## config.mk

```make
export PLATFORM = sky130hd
export DESIGN_NAME = regfile_rd_flat
export DESIGN_NICKNAME = d
export VERILOG_FILES = /design/src/rtl/cpu_pkg.sv /design/src/rtl/regfile_rd_if.sv /design/src/rtl/regfile_word.sv /design/src/rtl/regfile_rd.sv /design/src/flat_wrapper.sv
export SDC_FILE = /design/constraint.sdc
export NUM_CORES = 1
export LEC_CHECK = 0
export ABC_CLOCK_PERIOD_IN_PS = 1300
export BUFFER_PORTS_ARGS = -buffer_cell sky130_fd_sc_hd__buf_2
export CAP_MARGIN = 20
export CORE_ASPECT_RATIO = 0.6
export CORE_MARGIN = 8
export CORE_UTILIZATION = 30
export CTS_BUF_LIST = sky130_fd_sc_hd__clkbuf_4 sky130_fd_sc_hd__clkbuf_8 sky130_fd_sc_hd__clkbuf_16
export DETAILED_ROUTE_END_ITERATION = 7
export MAX_ROUTING_LAYER = met4
export PLACE_DENSITY_LB_ADDON = 0.2
export SLEW_MARGIN = 30
export SYNTH_ARGS = -nofsm -noshare
export SYNTH_HDL_FRONTEND = slang
export SYNTH_SLANG_ARGS = --single-unit
```

## constraint.sdc

```tcl
create_clock -name CLK -period 1.3 [get_ports CLK]
set_input_delay 0.195 -clock CLK [delete_from_list [all_inputs] [get_ports CLK]]
set_output_delay 0.195 -clock CLK [all_outputs]
set_load 0.02 [all_outputs]
```

## src/rtl/cpu_pkg.sv

```systemverilog
// rtl/cpu_pkg.sv - shared register-file constants, types and address-hit helper
package cpu_pkg;

  localparam int DW   = 16;
  localparam int NREG = 8;
  localparam int AW   = 3;

  typedef logic [AW-1:0] reg_addr_t;
  typedef logic [DW-1:0] reg_data_t;

  localparam reg_addr_t ZERO_REG = '0;

  // True when an enabled access targets addr and addr is not the hardwired zero register.
  function automatic logic addr_hit(input logic en, input reg_addr_t a, input reg_addr_t addr);
    return en && (a == addr) && (addr != ZERO_REG);
  endfunction

endpackage

```

## src/rtl/regfile_rd_if.sv

```systemverilog
// rtl/regfile_rd_if.sv - decode/writeback bundle for the register file read side
interface regfile_rd_if import cpu_pkg::*; ();

  logic      rd_en;
  reg_addr_t rs_addr;
  reg_addr_t rt_addr;
  reg_data_t rs_data;
  reg_data_t rt_data;
  logic      rs_busy;
  logic      rt_busy;
  logic      iss_en;
  reg_addr_t iss_addr;
  logic      wr_en;
  reg_addr_t wr_addr;
  reg_data_t wr_data;

  modport master (
    output rd_en, rs_addr, rt_addr, iss_en, iss_addr, wr_en, wr_addr, wr_data,
    input  rs_data, rt_data, rs_busy, rt_busy
  );

  modport slave (
    input  rd_en, rs_addr, rt_addr, iss_en, iss_addr, wr_en, wr_addr, wr_data,
    output rs_data, rt_data, rs_busy, rt_busy
  );

endinterface

```

## src/rtl/regfile_word.sv

```systemverilog
// rtl/regfile_word.sv - one DW-bit register with load enable and synchronous reset
module regfile_word import cpu_pkg::*; (
  input  logic      CLK,
  input  logic      RST,
  input  logic      ld,
  input  reg_data_t d,
  output reg_data_t q
);

  always_ff @(posedge CLK) begin
    if (RST)
      q <= '0;
    else if (ld)
      q <= d;
  end

endmodule

```

## src/rtl/regfile_rd.sv

```systemverilog
// rtl/regfile_rd.sv - 8x16 register file, two registered read ports, busy scoreboard
// REGFILE_BYPASS_EN: same-cycle write-through of writeback data/busy-clear onto read ports
module regfile_rd import cpu_pkg::*; (
  input  logic         CLK,
  input  logic         RST,
  regfile_rd_if.slave  rf
);

  reg_data_t        words [NREG];
  logic [NREG-1:0]  busy;
  logic [NREG-1:0]  busy_nxt;
  reg_data_t        rs_data_d;
  reg_data_t        rt_data_d;
  logic             rs_busy_d;
  logic             rt_busy_d;

  assign words[0] = '0;

  for (genvar g = 1; g < NREG; g++) begin : g_word
    regfile_word u_word (
      .CLK (CLK),
      .RST (RST),
      .ld  (rf.wr_en && (rf.wr_addr == reg_addr_t'(g))),
      .d   (rf.wr_data),
      .q   (words[g])
    );
  end

  // Issue is applied after the writeback clear so a same-cycle issue wins.
  always_comb begin
    busy_nxt = busy;
    if (rf.wr_en)
      busy_nxt[rf.wr_addr] = 1'b0;
    if (rf.iss_en && (rf.iss_addr != ZERO_REG))
      busy_nxt[rf.iss_addr] = 1'b1;
  end

  always_ff @(posedge CLK) begin
    if (RST)
      busy <= '0;
    else
      busy <= busy_nxt;
  end

  always_comb begin
    rs_data_d = words[rf.rs_addr];
    rt_data_d = words[rf.rt_addr];
`ifdef REGFILE_BYPASS_EN
    if (addr_hit(rf.wr_en, rf.wr_addr, rf.rs_addr))
      rs_data_d = rf.wr_data;
    if (addr_hit(rf.wr_en, rf.wr_addr, rf.rt_addr))
      rt_data_d = rf.wr_data;
    rs_busy_d = busy_nxt[rf.rs_addr];
    rt_busy_d = busy_nxt[rf.rt_addr];
`else
    // Writeback clear is not visible yet; a same-cycle issue still flags the operand.
    rs_busy_d = busy[rf.rs_addr] | addr_hit(rf.iss_en, rf.iss_addr, rf.rs_addr);
    rt_busy_d = busy[rf.rt_addr] | addr_hit(rf.iss_en, rf.iss_addr, rf.rt_addr);
`endif
  end

  always_ff @(posedge CLK) begin
    if (RST) begin
      rf.rs_data <= '0;
      rf.rt_data <= '0;
      rf.rs_busy <= 1'b0;
      rf.rt_busy <= 1'b0;
    end else if (rf.rd_en) begin
      rf.rs_data <= rs_data_d;
      rf.rt_data <= rt_data_d;
      rf.rs_busy <= rs_busy_d;
      rf.rt_busy <= rt_busy_d;
    end
  end

endmodule

```

## src/flat_wrapper.sv

```systemverilog
// flat-port wrapper written by rule: the top's interface ports become plain ports
module regfile_rd_flat import cpu_pkg::*;
  (CLK, RST, rf_rd_en, rf_rs_addr, rf_rt_addr, rf_iss_en, rf_iss_addr, rf_wr_en, rf_wr_addr, rf_wr_data, rf_rs_data, rf_rt_data, rf_rs_busy, rf_rt_busy);
  regfile_rd_if rf_i ();
  input  logic CLK;
  input  logic RST;
  input wire logic [$bits(rf_i.rd_en)-1:0] rf_rd_en;
  input wire logic [$bits(rf_i.rs_addr)-1:0] rf_rs_addr;
  input wire logic [$bits(rf_i.rt_addr)-1:0] rf_rt_addr;
  input wire logic [$bits(rf_i.iss_en)-1:0] rf_iss_en;
  input wire logic [$bits(rf_i.iss_addr)-1:0] rf_iss_addr;
  input wire logic [$bits(rf_i.wr_en)-1:0] rf_wr_en;
  input wire logic [$bits(rf_i.wr_addr)-1:0] rf_wr_addr;
  input wire logic [$bits(rf_i.wr_data)-1:0] rf_wr_data;
  output wire logic [$bits(rf_i.rs_data)-1:0] rf_rs_data;
  output wire logic [$bits(rf_i.rt_data)-1:0] rf_rt_data;
  output wire logic [$bits(rf_i.rs_busy)-1:0] rf_rs_busy;
  output wire logic [$bits(rf_i.rt_busy)-1:0] rf_rt_busy;
  assign rf_i.rd_en = rf_rd_en;
  assign rf_i.rs_addr = rf_rs_addr;
  assign rf_i.rt_addr = rf_rt_addr;
  assign rf_i.iss_en = rf_iss_en;
  assign rf_i.iss_addr = rf_iss_addr;
  assign rf_i.wr_en = rf_wr_en;
  assign rf_i.wr_addr = rf_wr_addr;
  assign rf_i.wr_data = rf_wr_data;
  assign rf_rs_data = rf_i.rs_data;
  assign rf_rt_data = rf_i.rt_data;
  assign rf_rs_busy = rf_i.rs_busy;
  assign rf_rt_busy = rf_i.rt_busy;
  regfile_rd u_core (.CLK(CLK), .RST(RST), .rf(rf_i));
endmodule
```

==> impl_metrics.json <==
{
  "status": "finished with violations",
  "violations": "setup timing",
  "synth_area_um2": 7516,
  "finalCriticalPeriod_ns": 1.350,
  "drt_wl_total_um": 27910,
  "nNetsFinal": 999,
  "grt_setup_unrepaired": "true",
  "regArea_um2": 3095,
  "crit_type": "reg2reg",
  "drc": 0,
  "r2r_slack_ns": -0.05,
  "layout_setup_ws_ns": -0.05015,
  "hold_start": "rf_wr_data[11]",
  "async_flop_share": 0,
  "synth.area.top_cells": "dfxtp_1 (41%), nand2_1 (13%), mux4_2 (10%), a21oi_1 (7.6%), mux2_1 (4.8%)",
  "fin_total_pwr_mw": 11.62,
  "core_area_um2": 24940,
  "cts_tree": "yes",
  "yosysMostFrequentCell": "nand2_1",
  "design_area_um2": 9485,
  "firstDrtPassIters": 5,
  "max_freq_mhz": 740.7,
  "drv_slew": 0,
  "fin_crit_sh": 1.039,
  "initial_core_util": 0.3013,
  "crit_path_start_kind": "flip-flop",
  "power_density_nw_per_um2": 1225,
  "grt_pass1_wl_um": 41910,
  "placed_cell_area_um2": 8850,
  "hold_class": "in2reg",
  "utilization": 0.3803,
  "fp.dieArea_um2": 30540,
  "htree_levels": 4,
  "track_usage": 0.1879,
  "rows": 45,
  "overflow": 0,
  "netlist_instances": 862,
  "path_clk_slew_ns": 0.07,
  "vias_per_cell": 5.218,
  "timing.rr.end": "u_core.rf.rs_busy",
  "worst_ep_arrival_time_ns": 1.66,
  "stdcell_count": 1310,
  "hold_end": "u_core.g_word[7].u_word.q[11]",
  "r2r_cells": 4,
  "num-fill-cells": 2558,
  "cts_buffer_depth": 2,
  "die_h_um": 138.6,
  "synth_top_flop_cell": "dfxtp_1",
  "p_leak_nw": 3.606,
  "dp_cells": 1276,
  "wire_per_inst_um": 21.30,
  "max_slew_margin": 0.7283,
  "max-vdd-ir-drop_uv": 650.4,
  "final-setup-viol-count": 1,
  "syn-num-nets": 895,
  "holdWs_ns": 0.07036,
  "hold_viol": 0,
  "first_global_vias": 6388,
  "dpl.hpwl_um": 19750,
  "avgSynthCellArea_um2": 8.719,
  "end_kind": "flip-flop",
  "worstSkewPairLatency_ns": 0.43,
  "synth_top_area_frac": 0.4102,
  "ios": 67,
  "yosys.area.top_type": "dfxtp_1",
  "num_vias": 6835,
  "multiInputGateArea_um2": 4049,
  "crit_required_ns": 1.61,
  "synth_edf_count": 0,
  "postRouteAntennaNets": 0,
  "tightest_slew_ns": 0.4076,
  "initialDrtViolationCount": 717,
  "die_w_um": 220.3,
  "ys_seq_area_frac": 0.4102,
  "gp_congestion": 0.8593,
  "crit_fanout": 2,
  "io_buffers": 66,
  "area_growth_pct": 26.20,
  "cts_root_buf": "clkbuf_16",
  "antenna_found_initial": 2,
  "cts.sinks": 154,
  "drv_cap": 0,
  "ys_warn_count": 0,
  "ys_ff_latch": 154,
  "drive_above_1_share": 0.2646,
  "yosys.cell_types.count": 35,
  "clock_skew_ns": 0.01077,
  "r2r_start": "u_core.busy[7]",
  "ys_top_cells_by_count": "nand2_1 (262), dfxtp_1 (154), a21oi_1 (114)",
  "whs_path_depth": 3,
  "numCtsBuffers": 17,
  "grt_max_degree": 78
}
## layout make-up
cell class | instances | area share
Timing Repair Buffer | 159 | 0.1377
Sequential cell | 154 | 0.3263
Antenna cell | 2 | 0.0005276
Clock inverter | 11 | 0.01517
Multi-Input combinational cell | 634 | 0.4269
Tap cell | 329 | 0.04340
Clock buffer | 21 | 0.04999
## power breakdown
part / switching [mW] / total [mW] / leakage (nW) / internal (mW)
clock: 2.08 / 5.27 / 0.295 / 3.19
combinational: 0.807 / 1.37 / 2.06 / 0.561
sequential: 0.123 / 4.98 / 1.26 / 4.86
## sequential cells by signal (all words and copies together) (netlist names)
signal                  count
u_core.g_word.u_word.q    112
u_core.rf.rs_data          16
u_core.rf.rt_data          16
u_core.busy                 8
u_core.rf.rs_busy           1
u_core.rf.rt_busy           1
## worst max-delay path by stage
stage,start,end,slack (ns),cells past startpoint
global route,u_core.busy[7],u_core.rf.rs_busy,-0.10,4
detailed placement,rf_rt_addr[0],u_core.rf.rt_data[11],-0.24,6
global placement,rf_rs_addr[2],u_core.rf.rs_data[0],-0.26,6
finish,u_core.busy[7],u_core.rf.rs_busy,-0.05,4
floorplan,rf_rt_addr[0],u_core.rf.rt_data[10],-0.02,6
CTS,u_core.busy[7],u_core.rf.rs_busy,-0.04,4
## cells in the final DEF, fill, tap and decap left out, types with 2 or more instances in the layout
cell type / netlist / layout
mux4_2: 35 / 35
dfxtp_1: 154 / 144
nand2_1: 262 / 262
nor2b_1: 9 / 9
buf_12: 0 / 22
nor2_1: 40 / 40
nor2_2: 5 / 5
xnor2_1: 2 / 2
nand4_1: 2 / 2
a32oi_1: 4 / 4
nor3_2: 17 / 17
clkbuf_16: 0 / 17
nand2b_1: 5 / 5
buf_4: 9 / 72
a21oi_1: 114 / 114
nor3b_1: 2 / 2
mux2i_1: 5 / 5
dfxtp_2: 0 / 10
clkinvlp_4: 0 / 4
bufinv_16: 0 / 3
clkbuf_8: 0 / 3
buf_2: 22 / 65
xor2_1: 2 / 2
a22oi_1: 33 / 33
mux2_1: 32 / 32
clkinv_2: 0 / 3
o211a_1: 31 / 31
nand3_1: 7 / 7
diode_2: 0 / 2
nor3_1: 18 / 18
## kinds of logic (layout without fill, tap and decap cells)
| group | after synthesis | in the layout | share of synthesized area |
|---|---|---|---|
| AO/OA/AOI/OAI | 189 | 189 | 0.1631 |
| other | 0 | 2 | 0 |
| flip-flops | 154 | 154 | 0.4102 |
| AND/OR/NAND/NOR | 369 | 369 | 0.2114 |
| multiplexers | 72 | 72 | 0.1595 |
| buffers and inverters | 74 | 191 | 0.05111 |
| XOR/XNOR | 4 | 4 | 0.004662 |
## worst max-delay path: stages (launching register included)
cell,delay (ns)
dfxtp_2,0.32
mux4_2,0.46
mux2i_1,0.15
nor3b_1,0.08
a211o_1,0.23
## what timing repair did
item | 4_1_cts | 5_1_grt
hold endpoints to repair | 0 | 0
setup endpoints to repair | 2 | 9
buffers inserted | 0 | 0
hold buffers | 0 | 0
resized for setup | 1 | 9
## per-layer routing
metal,track usage,vias up,share of wire
li1,-,3224,-
met1,0.3038,3325,0.53
met2,0.2185,272,0.36
met3,0.05468,14,0.099
met4,0.03028,0,0.0058
met5,-,-,0
## metrics by stage
step	worst slack [ns]	TNS (ns)
floorplan	-0.02297	-0.2583
global placement	-0.2558	-7.320
detailed placement	-0.2414	-6.957
CTS	-0.04472	-0.04472
global route	-0.1008	-0.1328
finish	-0.05015	-0.05015
Note: power is estimated with default switching activity, not from simulation.
